### config.mk
export PLATFORM = sky130hd
export DESIGN_NAME = des_cbc_sequencer
export DESIGN_NICKNAME = d
export VERILOG_FILES = /design/src/rtl/des_pkg.sv /design/src/rtl/des_cbc_chain.sv /design/src/rtl/des_cbc_sequencer.sv
export SDC_FILE = /design/constraint.sdc
export NUM_CORES = 1
export LEC_CHECK = 0
export BUFFER_PORTS_ARGS = -buffer_cell sky130_fd_sc_hd__buf_2
export CAP_MARGIN = 0
export CORE_MARGIN = 3
export CORE_UTILIZATION = 40
export CTS_CLUSTER_DIAMETER = 60
export DETAILED_ROUTE_END_ITERATION = 8
export GPL_ROUTABILITY_DRIVEN = 0
export PLACE_DENSITY = 0.65
export SETUP_SLACK_MARGIN = 0.2
export SYNTH_ARGS = -nofsm -noshare
export SYNTH_HDL_FRONTEND = slang
export SYNTH_SLANG_ARGS = --single-unit
### constraint.sdc
create_clock -name sys_clk -period 2.3 [get_ports sys_clk]
set_clock_uncertainty 0.2 [all_clocks]
set_input_delay 0.115 -clock sys_clk [delete_from_list [all_inputs] [get_ports sys_clk]]
set_output_delay 0.115 -clock sys_clk [all_outputs]
set_load 0.02 [all_outputs]
### src/rtl/des_pkg.sv
// rtl/des_pkg.sv - shared DES sequencer state encoding and block constants
package des_pkg;

  localparam int DES_ROUNDS = 16;
  localparam int DES_BLK_W  = 64;

  typedef enum logic [3:0] {
    IDLE,
    LOAD0,
    LOAD1,
    LOAD2,
    ROUND,
    WR0,
    WR1,
    NEXT,
    DONE
  } des_state_e;

endpackage

### src/rtl/des_cbc_chain.sv
// rtl/des_cbc_chain.sv - CBC chain value, held ciphertext and the encrypt/decrypt XOR muxing
module des_cbc_chain
  import des_pkg::*;
(
  input  logic                 sys_clk,
  input  logic                 reset,
  input  logic                 i_init,
  input  logic [DES_BLK_W-1:0] i_iv,
  input  logic                 i_decrypt,
  input  logic                 i_load,
  input  logic [DES_BLK_W-1:0] i_block,
  input  logic                 i_finish,
  input  logic [DES_BLK_W-1:0] i_des_out,
  output logic [DES_BLK_W-1:0] o_core_in,
  output logic [DES_BLK_W-1:0] o_result
);

  logic [DES_BLK_W-1:0] r_chain;
  logic [DES_BLK_W-1:0] r_ct_hold;

  // Encrypt whitens before the core; decrypt un-whitens after it.
  assign o_core_in = i_decrypt ? i_block : (i_block ^ r_chain);
  assign o_result  = i_decrypt ? (i_des_out ^ r_chain) : i_des_out;

  always_ff @(posedge sys_clk) begin
    if (reset) begin
      r_chain   <= '0;
      r_ct_hold <= '0;
    end else begin
      if (i_init) begin
        r_chain <= i_iv;
      end else if (i_finish) begin
        r_chain <= i_decrypt ? r_ct_hold : i_des_out;
      end
      if (i_load && i_decrypt) begin
        r_ct_hold <= i_block;
      end
    end
  end

endmodule

### src/rtl/des_cbc_sequencer.sv
// rtl/des_cbc_sequencer.sv - CBC-mode block sequencer around the shared 16-round DES core
module des_cbc_sequencer
  import des_pkg::*;
#(
  parameter int ADDR_W = 9,
  parameter int BLOCKS = 256
) (
  input  logic                 sys_clk,
  input  logic                 reset,
  input  logic                 start,
  input  logic                 decrypt,
  input  logic [DES_BLK_W-1:0] iv,
  output logic [ADDR_W-1:0]    ram_i_addr,
  input  logic [31:0]          ram_i_dout,
  output logic [ADDR_W-1:0]    ram_o_addr,
  output logic [31:0]          ram_o_din,
  output logic                 ram_o_we,
  output logic [DES_BLK_W-1:0] des_in,
  output logic [3:0]           des_round_sel,
  input  logic [DES_BLK_W-1:0] des_out,
  output logic                 busy,
  output logic                 done
);

  localparam logic [ADDR_W-2:0] LAST_BLK   = (ADDR_W-1)'(BLOCKS - 1);
  localparam logic [3:0]        LAST_ROUND = 4'(DES_ROUNDS - 1);

  des_state_e r_state, w_state_next;

  logic [ADDR_W-1:0]    r_rd_ptr;
  logic [ADDR_W-1:0]    r_wr_ptr;
  logic [ADDR_W-2:0]    r_blk;
  logic                 r_decrypt;
  logic [31:0]          r_lo;
  logic [DES_BLK_W-1:0] r_des_in;
  logic [3:0]           r_round_sel;
  logic [DES_BLK_W-1:0] r_result;

  logic                 w_start;
  logic                 w_last_round;
  logic [DES_BLK_W-1:0] w_block;
  logic [DES_BLK_W-1:0] w_core_in;
  logic [DES_BLK_W-1:0] w_result;

  assign w_start      = (r_state == IDLE) && start;
  assign w_last_round = (r_state == ROUND) && (r_round_sel == LAST_ROUND);
  assign w_block      = {ram_i_dout, r_lo};

  des_cbc_chain u_chain (
    .sys_clk   (sys_clk),
    .reset     (reset),
    .i_init    (w_start),
    .i_iv      (iv),
    .i_decrypt (r_decrypt),
    .i_load    (r_state == LOAD2),
    .i_block   (w_block),
    .i_finish  (w_last_round),
    .i_des_out (des_out),
    .o_core_in (w_core_in),
    .o_result  (w_result)
  );

  always_ff @(posedge sys_clk) begin
    if (reset) begin
      r_state <= IDLE;
    end else begin
      r_state <= w_state_next;
    end
  end

  always_comb begin
    w_state_next = r_state;
    case (r_state)
      IDLE:    if (start) w_state_next = LOAD0;
      LOAD0:   w_state_next = LOAD1;
      LOAD1:   w_state_next = LOAD2;
      LOAD2:   w_state_next = ROUND;
      ROUND:   if (w_last_round) w_state_next = WR0;
      WR0:     w_state_next = WR1;
      WR1:     w_state_next = NEXT;
      NEXT:    w_state_next = (r_blk == LAST_BLK) ? DONE : LOAD0;
      DONE:    w_state_next = IDLE;
      default: w_state_next = IDLE;
    endcase
  end

  // The read address follows rd_ptr directly so the 1-cycle RAM latency lines up with LOAD1/LOAD2.
  always_ff @(posedge sys_clk) begin
    if (reset) begin
      r_rd_ptr    <= '0;
      r_wr_ptr    <= '0;
      r_blk       <= '0;
      r_decrypt   <= 1'b0;
      r_lo        <= '0;
      r_des_in    <= '0;
      r_round_sel <= '0;
      r_result    <= '0;
    end else begin
      case (r_state)
        IDLE: begin
          if (start) begin
            r_rd_ptr  <= '0;
            r_wr_ptr  <= '0;
            r_blk     <= '0;
            r_decrypt <= decrypt;
          end
        end
        LOAD0: r_rd_ptr <= r_rd_ptr + 1'b1;
        LOAD1: begin
          r_lo     <= ram_i_dout;
          r_rd_ptr <= r_rd_ptr + 1'b1;
        end
        LOAD2: begin
          r_des_in    <= w_core_in;
          r_round_sel <= '0;
        end
        ROUND: begin
          if (r_round_sel == LAST_ROUND) begin
            r_result <= w_result;
          end else begin
            r_round_sel <= r_round_sel + 1'b1;
          end
        end
        WR0, WR1: r_wr_ptr <= r_wr_ptr + 1'b1;
        NEXT: begin
          if (r_blk != LAST_BLK) begin
            r_blk <= r_blk + 1'b1;
          end
        end
        default: ;
      endcase
    end
  end

  always_comb begin
    ram_o_we  = 1'b0;
    ram_o_din = '0;
    case (r_state)
      WR0: begin
        ram_o_we  = 1'b1;
        ram_o_din = r_result[31:0];
      end
      WR1: begin
        ram_o_we  = 1'b1;
        ram_o_din = r_result[63:32];
      end
      default: ;
    endcase
  end

  assign ram_i_addr    = r_rd_ptr;
  assign ram_o_addr    = r_wr_ptr;
  assign des_in        = r_des_in;
  assign des_round_sel = r_round_sel;
  assign busy          = (r_state != IDLE);
  assign done          = (r_state == DONE);

endmodule
# Word level (Yosys, flattened, before mapping)
# Cells that the tools add are included.
dict set report op_classes {
  add_sub_neg 4
  multipliers 0
  n_div 0
  order_cmp 0
  eq_ne 15
  shift 0
  muxes 19
  bitwise 2
  n_reduce_logical 19
}
# operator count
set op_table {}
lappend op_table {{$mux 64} 5}
lappend op_table {{$xor 64x64->64} 2}
lappend op_table {{$pmux 32 s2} 1}
lappend op_table {{$pmux 9 s2} 2}
lappend op_table {{$pmux 4 s8} 1}
lappend op_table {{$add 9x1->9 const B} 2}
lappend op_table {{$eq 4x3->1 const B} 4}
lappend op_table {{$mux 4} 4}
lappend op_table {{$mux 8} 2}
lappend op_table {{$pmux 8 s2} 1}
lappend op_table {{$reduce_and 2->1} 6}
lappend op_table {{$reduce_bool 2->1} 5}
lappend op_table {{$mux 9} 1}
lappend op_table {{$add 8x1->8 const B} 1}
lappend op_table {{$eq 4x2->1 const B} 2}
lappend op_table {{$eq 4x4->1 const B} 2}
lappend op_table {{$eq 8x8->1 const B} 1}
lappend op_table {{$ne 8x8->1 const B} 1}
lappend op_table {{$pmux 4 s2} 1}
lappend op_table {{$ne 2x2->1 const B} 3}
lappend op_table {{$add 4x1->4 const B} 1}
lappend op_table {{$eq 4x1->1 const B} 1}
lappend op_table {{$logic_not 4->1} 1}
lappend op_table {{$reduce_bool 4->1} 1}
lappend op_table {{5 further kinds} 8}
dict set report totals {
  regBits 323
  latchBits 0
  ram_bits 0
  romBits 0
  output_inout_bits 121
  elab_cells 70
  n_memories 0
}

# Depth between registers and ports, before layout
dict set report logic_depth {
  word_depth 4
  depth_mapped 8
}

# Cells and area by module
# From an unflattened synthesis, not the netlist that was laid out.
dict set report unflattened {
  hier_cells 1880
  area_unflattened_um2 15847.7
}
# mod instances cells_each area_per_inst_um2 seq_area_each_um2
set by_module_without_submodules {}
lappend by_module_without_submodules {des_cbc_chain 1 932 8295.5 2562.5}
lappend by_module_without_submodules {des_cbc_sequencer 1 948 7552.2 3903.7}

# Least setup slack after synthesis
# No wires, ideal clock.
dict set report synth_timing {
  path_kind {register -> register}
  startpoint {register r_state[3]}
  endpoint {register r_blk[4]}
  setup_ps 70
  t_arrival_ps 1928
  required_time_ps 2030
  slack_ps 102
  stages_incl_launch_ff 8
  synth_period_minus_slack_ps 2198
  cell_sequence {dfxtp_1 buf_4 nor4_4 inv_1 mux2i_1 buf_2 or4_1 a21oi_1}
}
dict set report synth_between {
  elab_chain_len 3
}
# item line
set synth_lines {}
lappend synth_lines {{from (decl)} des_cbc_sequencer.sv:28} ;# des_state_e r_state, w_state_next;
lappend synth_lines {{from (signal assigned)} des_cbc_sequencer.sv:67} ;# r_state <= w_state_next;
lappend synth_lines {{$eq 4x3->1 or $logic_not 4->1 (tied branches)} des_cbc_sequencer.sv:99} ;# case (r_state)
lappend synth_lines {{$ne 2x2->1 (no line) or $reduce_bool 2->1 (tied branches)} -}
lappend synth_lines {{$reduce_and 3->1 (no line)} -}
lappend synth_lines {{to (signal assigned)} des_cbc_sequencer.sv:127} ;# r_blk <= r_blk + 1'b1;
lappend synth_lines {{to (decl)} des_cbc_sequencer.sv:32} ;# logic [ADDR_W-2:0] r_blk;
# Parallel ways exist; a longest one is shown, timed or not.
# A chain may end at the register's enable or synchronous reset.

# Worst setup path in the final report
dict set report layout_timing {
  startpoint {register r_state[3]}
  endpoint {output ram_o_din[22]}
}
dict set report layout_between {
  elab_chain_len 2
}
# item line
set layout_lines {}
lappend layout_lines {{$eq 4x3->1} des_cbc_sequencer.sv:138} ;# case (r_state)
lappend layout_lines {{$pmux 32 s2 (*)} des_cbc_sequencer.sv:138}
lappend layout_lines {{to (decl)} des_cbc_sequencer.sv:16} ;# output logic [31:0] ram_o_din,
# Every way passes the cells marked *; elsewhere a longest branch is shown, timed or not.

==> flow_summary_export.csv <==
group,metric,value,unit
die,io_pins,285,
drt,wl,60100,um
clock_tree,tritoncts,"yes",
hold_path,hold_class,"in -> reg",
place,port_buffers,284,
place,place_hpwl,36900,um
setup_path,crit_type,"reg -> out",
final_layout,nets,2407,
die,die_h,199,um
final_layout,nFillCells,3032,
setup_path,worstPathRequired,1990,ps
setup_path,critPathMaxFanout,8,
drt,drt-vias-per-instance,5.67,
sta,worst_slew_pin_slew,657,ps
synth,synth_area,14900,sq um
synth,ys_types,46,
sta,hold_violations,0,
drt,drt-met1-wl,24000,um
sta,holdWs,173,ps
drt,met2_length,27500,um
final_layout,fin_area,21600,sq um
clock_tree,cts-buffers-inserted,38,
drt,top_layer,"met5",
drt,wl_met3,5960,um
die,rows,69,
synth,yosysTopAreaCellShare,0.435,
place,place_inst,2435,
clock_tree,worstSkewPairLatency,540,ps
drt,drc,0,
drt,num_vias,15472,
hold_path,hold_depth,4,
die,dieArea,39500,sq um
synth,synth_area_per_cell,8.29,sq um
drt,drtAntennaViolNets,0,
place,placed_area,16900,sq um
drt,drt-pass1-iter-count,8,
clock_tree,cts_sinks,323,
sta,fin_ws,-83.0,ps
sta,max_freq,420,MHz
status,status,"finished with violations",
setup_path,worstSetupStartpointType,"flip-flop",
die,dieWidth,199,um
synth,yosysTopAreaCell,"dfxtp_1",
clock_tree,cts_root_buffer,"clkbuf_16",
synth,synth_seq_cells,323,
synth,async_flop_share,0,
synth,ys_seq_area_frac,0.435,
die,core,36100,sq um
global_routing,grt_max_degree,113,
final_layout,finalNonFillerCells,2728,
status,violations,"negative setup slack",
sta,setup_violations,30,
global_routing,grt-ovfl-total,0,
sta,period_share,1.04,
sta,final_max_slew_viol_count,0,
final_layout,regArea,6480,sq um
sta,slew_headroom,0.562,
power_and_ir_drop,p_per_area,705,nW/um^2
global_routing,grt_usage,0.264,
drt,drt_iter0_markers,1457,
setup_path,reg2reg_depth,7,
global_routing,grt_pass1_vias,14174,
final_layout,drive_above_1_share,0.262,
clock_tree,cts_buffer_depth,3,
final_layout,syn_to_final_growth,45.3,%
die,initial_core_util,0.412,
sta,period_needed,2380,ps
synth,ys_warn_count,0,
clock_tree,clkTransAtPathRegs,60,ps
synth,ys_dominant_reg_cell,"dfxtp_1",
setup_path,cp-end-kind,"output pin",
setup_path,worstPathArrival,2070,ps
synth,postSynthCellCount,1792,
power_and_ir_drop,vdd_drop_max,560,uV
power_and_ir_drop,p_leak,7.96,nW
synth,synth_nets,1960,
synth,synth_edf_count,0,
final_layout,multiInputGateArea,8330,sq um
drt,post_drt_wl_per_cell,22.0,um
sta,rsz0062_at_grt,"true",
flow_run,maxCapViolCount,0,
place,pre_cts_ws,63.0,ps
global_routing,grt_pass1_wl,81000,um
clock_tree,htree_num_levels,2,
synth,ys_top_cells_by_area,"dfxtp_1, nand2_1, a211oi_1",
global_routing,antenna_found_initial,4,
==> power by group <==
| part | switching (mW) | internal (mW) |
|---|---|---|
| logic | 1.78 | 1.30 |
| registers | 0.286 | 5.92 |
| clock network | 2.45 | 3.48 |
==> final timing paths <==
kind | start | slack (ps) | to
worst max-delay path | r_state[3] | -80 | ram_o_din[22]
worst min-delay path | iv[17] | 170 | u_chain.r_chain[17]
worst max register to register | r_state[1] | 90 | r_result[38]
worst min register to register | u_chain.r_ct_hold[62] | 260 | u_chain.r_ct_hold[62]
==> per-layer routing <==
layer / global-route usage / up-vias
met4: 0.106 / 2
li1: - / 7093
met1: 0.346 / 7405
met3: 0.0628 / 183
met5: 0 / -
met2: 0.420 / 789
==> per-stage QoR <==
stage / power (mW) / setup TNS, ps / utilization
after floorplan: 7.87 / 0 / -
after global placement: 8.81 / 0 / 0.467
after detailed placement: 8.85 / 0 / 0.467
after CTS: 15.0 / -1090 / 0.562
after global routing: 15.7 / -2480 / 0.598
final: 15.2 / -1130 / 0.598
==> critical path, stage by stage (launching register included) <==
cell and delay (ps):
dfxtp_4 350, buf_6 110, nand2b_4 160, nor3b_4 280, buf_6 180, buf_16 140
a22o_1 190, buf_6 140
==> cell families (layout without fill, tap and decap cells) <==
kind of cell	count (synthesis)	after routing	share of synthesized area
xor gates and xnor gates	140	140	0.0830
other	0	3	0
AOI/OAI and AO/OA	416	416	0.183
muxes	68	68	0.0458
buffers and inverters	160	632	0.0473
adders and majority gates	4	4	0.00337
DFF	323	323	0.435
and+or+nand+nor	681	681	0.203
==> registers in the layout (all words and copies together), names as in the netlist <==
signal,flops
des_in,64
r_result,64
u_chain.r_chain,64
u_chain.r_ct_hold,64
r_lo,32
ram_i_addr,9
ram_o_addr,9
r_blk,8
des_round_sel,4
r_state,4
r_decrypt,1
==> cells in the mapped netlist, drive strengths merged, types with 3 or more instances <==
master,number
or4,4
nand3,81
inv,6
xnor2,66
buf,67
nor2,142
nor4,3
o21ai,7
mux2i,68
ha,4
nor4b,3
or3,4
nand2,338
nor2b,65
a21oi,175
and3,6
clkbuf,87
nand4,9
and2,6
nand2b,6
a22o,32
xor2,74
a211oi,128
dfxtp,323
o211ai,66
nor3,4
==> timing repair <==
| action | CTS | global route |
|---|---|---|
| hold endpoints to repair | 244 | 0 |
| setup endpoints to repair | 47 | 173 |
| resized for setup | 106 | 135 |
| gates cloned | 4 | 25 |
| buffers inserted | 8 | 25 |
| pin swaps | 16 | 102 |
| hold buffers | 163 | 0 |
==> cell type report <==
class	count	area share
repair buffers	561	0.230
flip-flops and latches	323	0.300
diodes	3	0.000348
inverters	6	0.00104
well taps	461	0.0267
clock buffers	51	0.0510
multi-input cells	1309	0.386
clock inverters	14	0.00527
==> placed cells by master, fill, tap and decap left out, types with 4 or more instances in the layout <==
cell type / Yosys / routed
nand2_1: 338 / 319
dfxtp_1: 323 / 318
buf_2: 58 / 248
dlygate4sd3_1: 0 / 163
a21oi_1: 175 / 149
nor2_1: 142 / 127
a211oi_1: 128 / 97
nand3_1: 81 / 81
xor2_1: 73 / 73
mux2i_1: 68 / 67
xnor2_1: 66 / 66
o211ai_1: 66 / 66
nor2b_1: 65 / 65
clkbuf_16: 0 / 57
buf_6: 1 / 49
buf_4: 6 / 48
a211oi_2: 0 / 31
a21oi_2: 0 / 26
buf_12: 0 / 24
a22o_4: 0 / 17
nand2_2: 0 / 16
a22o_1: 32 / 15
nor2_2: 0 / 12
nand4_1: 9 / 9
o21ai_0: 7 / 7
clkinv_2: 0 / 7
buf_16: 0 / 7
clkbuf_8: 0 / 6
inv_1: 6 / 5
and3_1: 6 / 5
clkbuf_1: 87 / 5
buf_8: 0 / 5
dfxtp_4: 0 / 5
or3_1: 4 / 4
nand2b_1: 6 / 4
ha_1: 4 / 4
Power figures use the tool's default switching activity.
